File: src/rtl/uart_hamming_pkg.sv
// Shared definitions for the Hamming(7,4) UART receiver: receiver state
// encoding, codeword bit positions and the syndrome/correction helpers.
// The optional SECDED decode (macro UART_HAMMING_SECDED_EN) is selected in
// hamming74_correct; nothing in this package depends on it.
package uart_hamming_pkg;

    typedef enum logic [1:0] {
        ST_IDLE  = 2'd0,
        ST_START = 2'd1,
        ST_DATA  = 2'd2,
        ST_STOP  = 2'd3
    } rx_state_t;

    // Codeword positions 1..7 live in frame bits [0..6] (bit = position - 1).
    localparam int POS_P1 = 1;
    localparam int POS_P2 = 2;
    localparam int POS_D3 = 3;
    localparam int POS_P4 = 4;
    localparam int POS_D5 = 5;
    localparam int POS_D6 = 6;
    localparam int POS_D7 = 7;

    // Syndrome {p4, p2, p1}: the failing parity checks spell the bad position.
    function automatic logic [2:0] hamming_syndrome(input logic [6:0] cw);
        logic s1, s2, s4;
        s1 = cw[POS_P1-1] ^ cw[POS_D3-1] ^ cw[POS_D5-1] ^ cw[POS_D7-1];
        s2 = cw[POS_P2-1] ^ cw[POS_D3-1] ^ cw[POS_D6-1] ^ cw[POS_D7-1];
        s4 = cw[POS_P4-1] ^ cw[POS_D5-1] ^ cw[POS_D6-1] ^ cw[POS_D7-1];
        return {s4, s2, s1};
    endfunction

    // Flip the position named by the syndrome; a zero syndrome flips nothing.
    function automatic logic [6:0] hamming_flip(input logic [6:0] cw, input logic [2:0] syn);
        logic [6:0] fixed;
        fixed = cw;
        if (syn != 3'd0) begin
            fixed[syn - 3'd1] = ~fixed[syn - 3'd1];
        end
        return fixed;
    endfunction

    function automatic logic [3:0] hamming_nibble(input logic [6:0] cw);
        return {cw[POS_D7-1], cw[POS_D6-1], cw[POS_D5-1], cw[POS_D3-1]};
    endfunction

endpackage

File: src/rtl/hamming74_correct.sv
// Combinational Hamming(7,4) corrector. With UART_HAMMING_SECDED_EN defined,
// codeword bit 7 is an overall even parity bit and double errors are flagged
// uncorrectable; otherwise bit 7 is ignored and any non-zero syndrome is fixed.
module hamming74_correct
    import uart_hamming_pkg::*;
(
    input  logic [7:0] codeword,
    output logic [3:0] nibble,
    output logic [2:0] syndrome,
    output logic       uncorrectable,
    output logic       corrected
);

`ifdef UART_HAMMING_SECDED_EN
    logic       parity_err;
    logic [6:0] fixed;

    // SECDED decode: parity mismatch means one flipped bit, match with a
    // non-zero syndrome means two.
    always_comb begin
        // NOTE: every output gets a default first so no path leaves a value unassigned (no latch).
        syndrome      = hamming_syndrome(codeword[6:0]);
        parity_err    = ^codeword;
        fixed         = codeword[6:0];
        uncorrectable = 1'b0;
        corrected     = 1'b0;
        if (parity_err) begin
            // Zero syndrome here means the parity bit itself flipped.
            fixed     = hamming_flip(codeword[6:0], syndrome);
            corrected = 1'b1;
        end else if (syndrome != 3'd0) begin
            uncorrectable = 1'b1;
        end
        nibble = hamming_nibble(fixed);
    end
`else
    logic       unused_parity;
    logic [6:0] fixed;

    assign unused_parity = codeword[7];

    // Plain SEC decode: every non-zero syndrome is a single-bit correction.
    always_comb begin
        syndrome      = hamming_syndrome(codeword[6:0]);
        fixed         = hamming_flip(codeword[6:0], syndrome);
        uncorrectable = 1'b0;
        corrected     = (syndrome != 3'd0);
        nibble        = hamming_nibble(fixed);
    end
`endif

endmodule

File: src/rtl/uart_hamming_rx.sv
// UART receiver that decodes each byte as a Hamming(7,4) codeword and packs
// NUM_CODEWORDS nibbles into one output word with a valid/ready handshake.
// Optional SECDED decoding is enabled with macro UART_HAMMING_SECDED_EN.
module uart_hamming_rx
    import uart_hamming_pkg::*;
#(
    parameter int CLKS_PER_BIT  = 16,
    parameter int NUM_CODEWORDS = 2
) (
    input  logic                       clk,
    input  logic                       rst,
    input  logic                       ena,
    input  logic                       rx,
    output logic [4*NUM_CODEWORDS-1:0] out_data,
    output logic                       out_valid,
    input  logic                       out_ready,
    output logic                       out_err,
    output logic                       frame_err,
    output logic                       overrun,
    output logic [7:0]                 corr_count,
    output logic [1:0]                 state_out,
    output logic [2:0]                 syndrome_out
);

    localparam int BAUD_W = $clog2(CLKS_PER_BIT);
    localparam int IDX_W  = (NUM_CODEWORDS > 1) ? $clog2(NUM_CODEWORDS) : 1;
    localparam int WORD_W = 4 * NUM_CODEWORDS;

    localparam logic [BAUD_W-1:0] HALF_LAST = BAUD_W'(CLKS_PER_BIT / 2 - 1);
    localparam logic [BAUD_W-1:0] BIT_LAST  = BAUD_W'(CLKS_PER_BIT - 1);
    localparam logic [IDX_W-1:0]  IDX_LAST  = IDX_W'(NUM_CODEWORDS - 1);

    rx_state_t           state;
    logic                rx_meta, rx_sync, rx_prev;
    logic [BAUD_W-1:0]   baud_cnt;
    logic [2:0]          bit_cnt;
    logic [7:0]          shift;
    logic [7:0]          cw_reg;
    logic                cw_valid;

    logic [3:0]          dec_nibble;
    logic [2:0]          dec_syndrome;
    logic                dec_uncorr;
    logic                dec_corrected;

    logic [IDX_W-1:0]    nib_idx;
    logic [WORD_W-1:0]   asm_data;
    logic [NUM_CODEWORDS-1:0] asm_err;
    logic                word_done;

    assign state_out = state;

    // Synchroniser, edge detect and receive FSM; a good frame leaves its byte in cw_reg.
    always_ff @(posedge clk) begin
        if (rst) begin
            rx_meta   <= 1'b1;
            rx_sync   <= 1'b1;
            rx_prev   <= 1'b1;
            state     <= ST_IDLE;
            baud_cnt  <= '0;
            bit_cnt   <= '0;
            shift     <= '0;
            cw_reg    <= '0;
            cw_valid  <= 1'b0;
            frame_err <= 1'b0;
        end else begin
            // NOTE: sequential state uses <= so every flop samples values from before this edge.
            frame_err <= 1'b0;
            if (ena) begin
                rx_meta  <= rx;
                rx_sync  <= rx_meta;
                rx_prev  <= rx_sync;
                cw_valid <= 1'b0;
                case (state)
                    ST_IDLE: begin
                        baud_cnt <= '0;
                        bit_cnt  <= '0;
                        if (rx_prev && !rx_sync) begin
                            state <= ST_START;
                        end
                    end
                    ST_START: begin
                        if (baud_cnt == HALF_LAST) begin
                            baud_cnt <= '0;
                            // A line already back high at mid-start was a glitch.
                            state    <= rx_sync ? ST_IDLE : ST_DATA;
                        end else begin
                            baud_cnt <= baud_cnt + 1'b1;
                        end
                    end
                    ST_DATA: begin
                        if (baud_cnt == BIT_LAST) begin
                            baud_cnt <= '0;
                            shift    <= {rx_sync, shift[7:1]};
                            bit_cnt  <= bit_cnt + 3'd1;
                            if (bit_cnt == 3'd7) begin
                                state <= ST_STOP;
                            end
                        end else begin
                            baud_cnt <= baud_cnt + 1'b1;
                        end
                    end
                    ST_STOP: begin
                        if (baud_cnt == BIT_LAST) begin
                            baud_cnt <= '0;
                            state    <= ST_IDLE;
                            if (rx_sync) begin
                                cw_reg   <= shift;
                                cw_valid <= 1'b1;
                            end else begin
                                frame_err <= 1'b1;
                            end
                        end else begin
                            baud_cnt <= baud_cnt + 1'b1;
                        end
                    end
                    default: state <= ST_IDLE;
                endcase
            end
        end
    end

    hamming74_correct u_correct (
        .codeword      (cw_reg),
        .nibble        (dec_nibble),
        .syndrome      (dec_syndrome),
        .uncorrectable (dec_uncorr),
        .corrected     (dec_corrected)
    );

    // Registered decode: store the nibble in its slot and flag a completed word.
    always_ff @(posedge clk) begin
        if (rst) begin
            // NOTE: the assembler slots are cleared only for tidy debug views; a fresh word is guaranteed by nib_idx restarting at 0.
            asm_data     <= '0;
            asm_err      <= '0;
            nib_idx      <= '0;
            word_done    <= 1'b0;
            syndrome_out <= '0;
            corr_count   <= '0;
        end else if (ena) begin
            word_done <= 1'b0;
            if (cw_valid) begin
                asm_data[int'(nib_idx)*4 +: 4] <= dec_nibble;
                asm_err[nib_idx]               <= dec_uncorr;
                syndrome_out                   <= dec_syndrome;
                if (dec_corrected && (corr_count != 8'hFF)) begin
                    corr_count <= corr_count + 8'd1;
                end
                if (nib_idx == IDX_LAST) begin
                    nib_idx   <= '0;
                    word_done <= 1'b1;
                end else begin
                    nib_idx <= nib_idx + 1'b1;
                end
            end
        end
    end

    // Output register: load a completed word unless the consumer is stalled, else drop it.
    always_ff @(posedge clk) begin
        if (rst) begin
            out_data  <= '0;
            out_valid <= 1'b0;
            out_err   <= 1'b0;
            overrun   <= 1'b0;
        end else begin
            overrun <= 1'b0;
            if (ena) begin
                if (word_done && (!out_valid || out_ready)) begin
                    out_data  <= asm_data;
                    out_err   <= |asm_err;
                    out_valid <= 1'b1;
                end else begin
                    if (word_done) begin
                        overrun <= 1'b1;
                    end
                    if (out_valid && out_ready) begin
                        out_valid <= 1'b0;
                    end
                end
            end
        end
    end

endmodule

File: config.mk
export PLATFORM = sky130hd
export DESIGN_NAME = uart_hamming_rx
export DESIGN_NICKNAME = d
export VERILOG_FILES = /design/src/rtl/uart_hamming_pkg.sv /design/src/rtl/hamming74_correct.sv /design/src/rtl/uart_hamming_rx.sv
export SDC_FILE = /design/constraint.sdc
export NUM_CORES = 1
export LEC_CHECK = 0
export ABC_AREA = 1
export CAP_MARGIN = 20
export CORE_AREA = 2 2 74 76
export DETAILED_ROUTE_END_ITERATION = 6
export DIE_AREA = 0 0 76 78
export GPL_TIMING_DRIVEN = 0
export HOLD_SLACK_MARGIN = 0.03
export PLACE_DENSITY = 0.76
export SYNTH_ARGS = -nofsm -noshare
export SYNTH_HDL_FRONTEND = slang
export SYNTH_SLANG_ARGS = --single-unit
File: constraint.sdc
create_clock -name clk -period 2.8 [get_ports clk]
set_clock_uncertainty 0.1 [all_clocks]
set_input_delay 0.84 -clock clk [delete_from_list [all_inputs] [get_ports clk]]
set_output_delay 0.84 -clock clk [all_outputs]
set_load 0.02 [all_outputs]
Word-level counts from Yosys, hierarchy flattened:

Index checks and enable logic that the tools add are counted.

* RAM bits: 0
* memories: 0
* latch bits: 0
* register bits: 63
* bits in read-only memories: 0
* output and inout port bits: 25

* add/subtract/negate cells: 6
* div/mod/pow operators: 0
* reductions and logical operators: 25
* $lt $le $gt $ge: 4
* bitwise gates (word level): 15
* shifts and indexed selects: 2
* mux-type cells: 31
* eq/ne operators: 12
* multipliers: 0

Operator list (number)
* $neg 3->33: 1
* $shift 4x33->8 const A: 1
* $shiftx 4x33->8: 1
* $mux 1: 13
* $mux 2: 6
* $pmux 4 s3: 1
* $ne 2x2->1 const B: 5
* $reduce_and 3->1: 3
* $xor 1x1->1: 9
* $add 8x1->8 const B: 1
* $bwmux 8: 1
* $mux 4: 2
* $ne 8x8->1 const B: 1
* $pmux 2 s4: 1
* $bwmux 7: 1
* $mux 7: 1
* $logic_and 1x1->1: 6
* $pmux 3 s2: 1
* $reduce_and 2->1: 3
* $reduce_and 6->1: 1
* $add 4x1->4 const B: 1
* $eq 2x2->1 const B: 2
* $eq 4x3->1 const B: 1
* $eq 4x4->1 const B: 1
* other kinds (25): 31

Depth between registers and ports, before layout:

* depth in word-level cells: 12
* gate-level depth with buffers: 13
* depth with buffers taken out: 13

Modules after synthesis:

A second synthesis with hierarchy kept.

* cell total of the unflattened synthesis: 411
* area, all modules: 2972.9 sq um

By module, submodules not included
* uart_hamming_rx: area an instance 2563.7 sq um, instances 1, sequential area each 1281.2 sq um, cells each 339
* hamming74_correct: area an instance 409.1 sq um, instances 1, sequential area each 0.0 sq um, cells each 72

Least setup slack after synthesis:

OpenSTA, ideal clock, no wires.

* path type: register to register
* start: register cw_reg[2]
* end: register asm_data[2]
* library setup time: 0.131 ns
* cell stages (with the launch flop): 14
* slack: 0.525 ns
* arrival: 2.044 ns
* path through: dfxtp_1 xnor2_1 xor2_1 ha_1 ha_1 ha_1 nor2_1 nand3_1 nand2_1 inv_1 nand2_1 nand2_1 nand2_1 a21oi_1

* cells in the longest elaborated chain, start to end: 12

Ends and longest elaborated chain
* start, declared: RTL line uart_hamming_rx.sv:38 `logic [7:0] cw_reg;`
* start signal, assigned: RTL line uart_hamming_rx.sv:108 `cw_reg <= shift;`
* $xor 1x1->1 (on tied branches) (3 in a row): RTL line uart_hamming_pkg.sv:26, uart_hamming_pkg.sv:27
* $sub 3x1->3: RTL line uart_hamming_pkg.sv:37 `fixed[syn - 3'd1] = ~fixed[syn - 3'd1];`
* $lt 3x4->1 (implied by the code) or $ge 3x1->1 (tied branches): RTL line uart_hamming_pkg.sv:37
* $logic_and 1x1->1 (implied by the code): RTL line uart_hamming_pkg.sv:37
* $mux 1 (implied by the code): RTL line uart_hamming_pkg.sv:37
* $demux 1 s3
* $bwmux 7: RTL line uart_hamming_pkg.sv:37
* $mux 7 (*): RTL line uart_hamming_pkg.sv:36 `if (syn != 3'd0) begin`
* $shiftx 4x33->8 (*): RTL line uart_hamming_rx.sv:144 `asm_data[int'(nib_idx)*4 +: 4] <= dec_nibble;`
* $bwmux 8 (*): RTL line uart_hamming_rx.sv:144
* end signal, assigned by index: RTL line uart_hamming_rx.sv:144
* end, declared: RTL line uart_hamming_rx.sv:47 `logic [WORD_W-1:0] asm_data;`

Mark *: on every way between the ends. The rest lies on a longest branch, timed or not. The select of a mux whose other input is x is not followed.
A chain may end at the register's enable or synchronous reset.

Final worst setup path:

* start: register cw_reg[2]
* end: register asm_data[4]

The elaborated chain is that of the path after synthesis.

==> impl_metrics.env <==
export IMPL_status="finished clean"
export IMPL_cp_cell_sequence="xnor2_1 > xor2_1 > ha_1 > ha_1 > ha_1 > nor2_2 > nand3_1 > nand2_1 > inv_1 > nand2_1 > nand2_1 > nand2_1 > o21ai_0"
export IMPL_setup_tns_ps=0
export IMPL_cts_buffer_depth=2
export IMPL_via_per_inst=4.97
export IMPL_crit_path_start_kind="flip-flop"
export IMPL_clock_sinks=63
export IMPL_grt_pass1_vias=2186
export IMPL_period_minus_slack_ps=2550
export IMPL_ant_nets=0
export IMPL_relSlewSlack_pct=65.1
export IMPL_ff2ff_setup_slack_ps=250
export IMPL_drive_gt1_share_pct=8.07
export IMPL_synth_top_area_share_pct=46.4
export IMPL_final_util_pct=64.7
export IMPL_power_leakage_uw=0.00136
export IMPL_drc=0
export IMPL_grt_max_degree=13
export IMPL_cp_slowest_cell="dfxtp_1"
export IMPL_synth_warning_count=0
export IMPL_synthFlopType="dfxtp_1"
export IMPL_hold_slack_ps=339
export IMPL_rsz0062_at_grt="no"
export IMPL_synth_top_area_cell="dfxtp_1"
export IMPL_fin_nets=416
export IMPL_required_ps=2920
export IMPL_synth_nets=378
export IMPL_num_antenna_cells=0
export IMPL_cpPeakStageDelay_ps=380
export IMPL_vias=2380
export IMPL_drt_initial_drc_count=153
export IMPL_cp_max_fo=8
export IMPL_h_tree_depth=3
export IMPL_synth_edf_count=0
export IMPL_synthArstFlopShare_pct=0
export IMPL_dieArea_um2=5930
export IMPL_setup_violations=0
export IMPL_synth_area_leaders="dfxtp_1, nand2_1, a21oi_1, o21ai_0, inv_1"
export IMPL_core_area_um2=5040
export IMPL_ys_types=30
export IMPL_fmax_mhz=392
export IMPL_netlist_top_cells_count="nand2_1, dfxtp_1, inv_1, a21oi_1, o21ai_0"
export IMPL_synthCells=366
export IMPL_worstMarginPinSlew_ps=523
export IMPL_fin_total_pwr_uw=1690
export IMPL_routedWlPerCell_um=11.6
export IMPL_worstSkewPairLatency_ps=350
export IMPL_tritoncts_num_buffers=9
export IMPL_cap_violations=0
export IMPL_setup_slack_ps=251
export IMPL_cts_tree="built"
export IMPL_yosysSeqAreaShare_pct=46.4
export IMPL_end_kind="flip-flop"
export IMPL_gp_congestion=0.819
export IMPL_slew_viol_final=0
export IMPL_synthesis_area_um2=2720
export IMPL_ys_ff_latch=63
export IMPL_die_width_um=76
export IMPL_clk_pin_slew_ps=80
export IMPL_hold_violations=0
export IMPL_grt_usage_pct=20.9
export IMPL_overflow=0
export IMPL_hp_class="flip-flop to flip-flop"
export IMPL_dp_hpwl_mm=4.07
export IMPL_placementRows=26
export IMPL_die_y_um=78
export IMPL_cts_root_buf="clkbuf_8"
export IMPL_ir_drop_mv=0.258
export IMPL_syn_avg_cell_area_um2=7.43
export IMPL_drt_wl_total_mm=5.54
export IMPL_path_common_cell="nand2_1"
export IMPL_area_growth_pct=19.9
export IMPL_antenna_found_initial=0
export IMPL_place_port_buffers=27
export IMPL_yosysMostFrequentCell="nand2_1"
export IMPL_grt_pass1_wl_mm=9.72
export IMPL_dr_pass1_iters=4
export IMPL_power_density_nw_per_um2=518
export IMPL_cts_hold_fix_buffers=0
export IMPL_io_pins=30
export IMPL_fin_crit_sh_pct=91.0
export IMPL_pre_cts_ws_ps=231
export IMPL_critical_path_class="flip-flop to flip-flop"
export IMPL_start_util_pct=53.9
export IMPL_arrival_ps=2670
-- power by group --
group	switching, µW	leakage [µW]	total (µW)	internal (µW)
Sequential	5.81	0.000508	908	902
Clock	364	0.0000926	712	347
Combinational	46.8	0.000760	70.7	23.9
-- through the flow --
step                      std cells  instance area [µm²]
after floorplan                 366                 2720
after global placement          463                 3080
after detailed placement        463                 3080
after CTS                       479                 3260
after global routing            479                 3260
final                           479                 3260
-- layout make-up --
class	count	area, µm²
fill	457	1780
inverter	52	195
clock inverter	6	43.8
timing repair buffer	27	270
clock buffer	10	138
buffer	10	53.8
sequential	63	1260
multi-input combinational	241	1210
tap	70	87.6
-- worst paths after layout --
kind,startpoint,to,cells after the start
setup / recovery,cw_reg[2],asm_data[4],13
hold / removal,asm_err[1],asm_err[1],2
setup reg to reg,cw_reg[2],asm_data[4],13
hold reg to reg,asm_err[1],asm_err[1],2
-- cells by family (layout without fill, tap and decap cells) --
family | Yosys count | count (layout) | synth area share, %
and+or+nand+nor | 132 | 132 | 20.6
AOI/OAI and AO/OA | 93 | 93 | 17.8
DFF | 63 | 63 | 46.4
buffers and inverters | 62 | 105 | 9.15
xor gates and xnor gates | 9 | 9 | 2.90
adders and majority gates | 7 | 7 | 3.22
-- routing by layer --
metal | share of wire (%) | vias to the layer above | global-route usage, %
met5 | 0 | - | 0
met4 | 1.4 | 0 | 10.4
met3 | 3.8 | 9 | 5.81
met2 | 47 | 45 | 35.3
met1 | 48 | 1059 | 24.4
li1 | - | 1267 | -
-- layout by cell type, fill, tap and decap left out, types with 2 or more instances in the layout --
| cell | n |
|---|---|
| dfxtp_1 | 63 |
| clkdlybuf4s50_1 | 27 |
| inv_2 | 2 |
| a21oi_1 | 43 |
| o21bai_1 | 2 |
| nor2_2 | 4 |
| ha_1 | 7 |
| nand3_1 | 18 |
| clkbuf_1 | 4 |
| nand4_1 | 5 |
| inv_1 | 49 |
| xnor2_1 | 4 |
| o21ai_0 | 43 |
| nand2_2 | 2 |
| clkinv_4 | 2 |
| clkinv_2 | 2 |
| nor2_1 | 32 |
| clkbuf_8 | 10 |
| nand2_1 | 67 |
| xor2_1 | 5 |
| buf_2 | 3 |
-- timing repair --
action                                  CTS  global route
endpoints found under the setup margin    0             6
resized for setup                         0             1
setup buffers                             0             0
-- critical path, delay by kind of cell, from the launching register on --
kind            cells  cell delay, ps
simple gates        6             590
fa+ha+maj           3             900
buf+inv             1              30
xor+xnor            2             320
flops               1             380
compound gates      1             100
(Power assumes the default switching activity.)
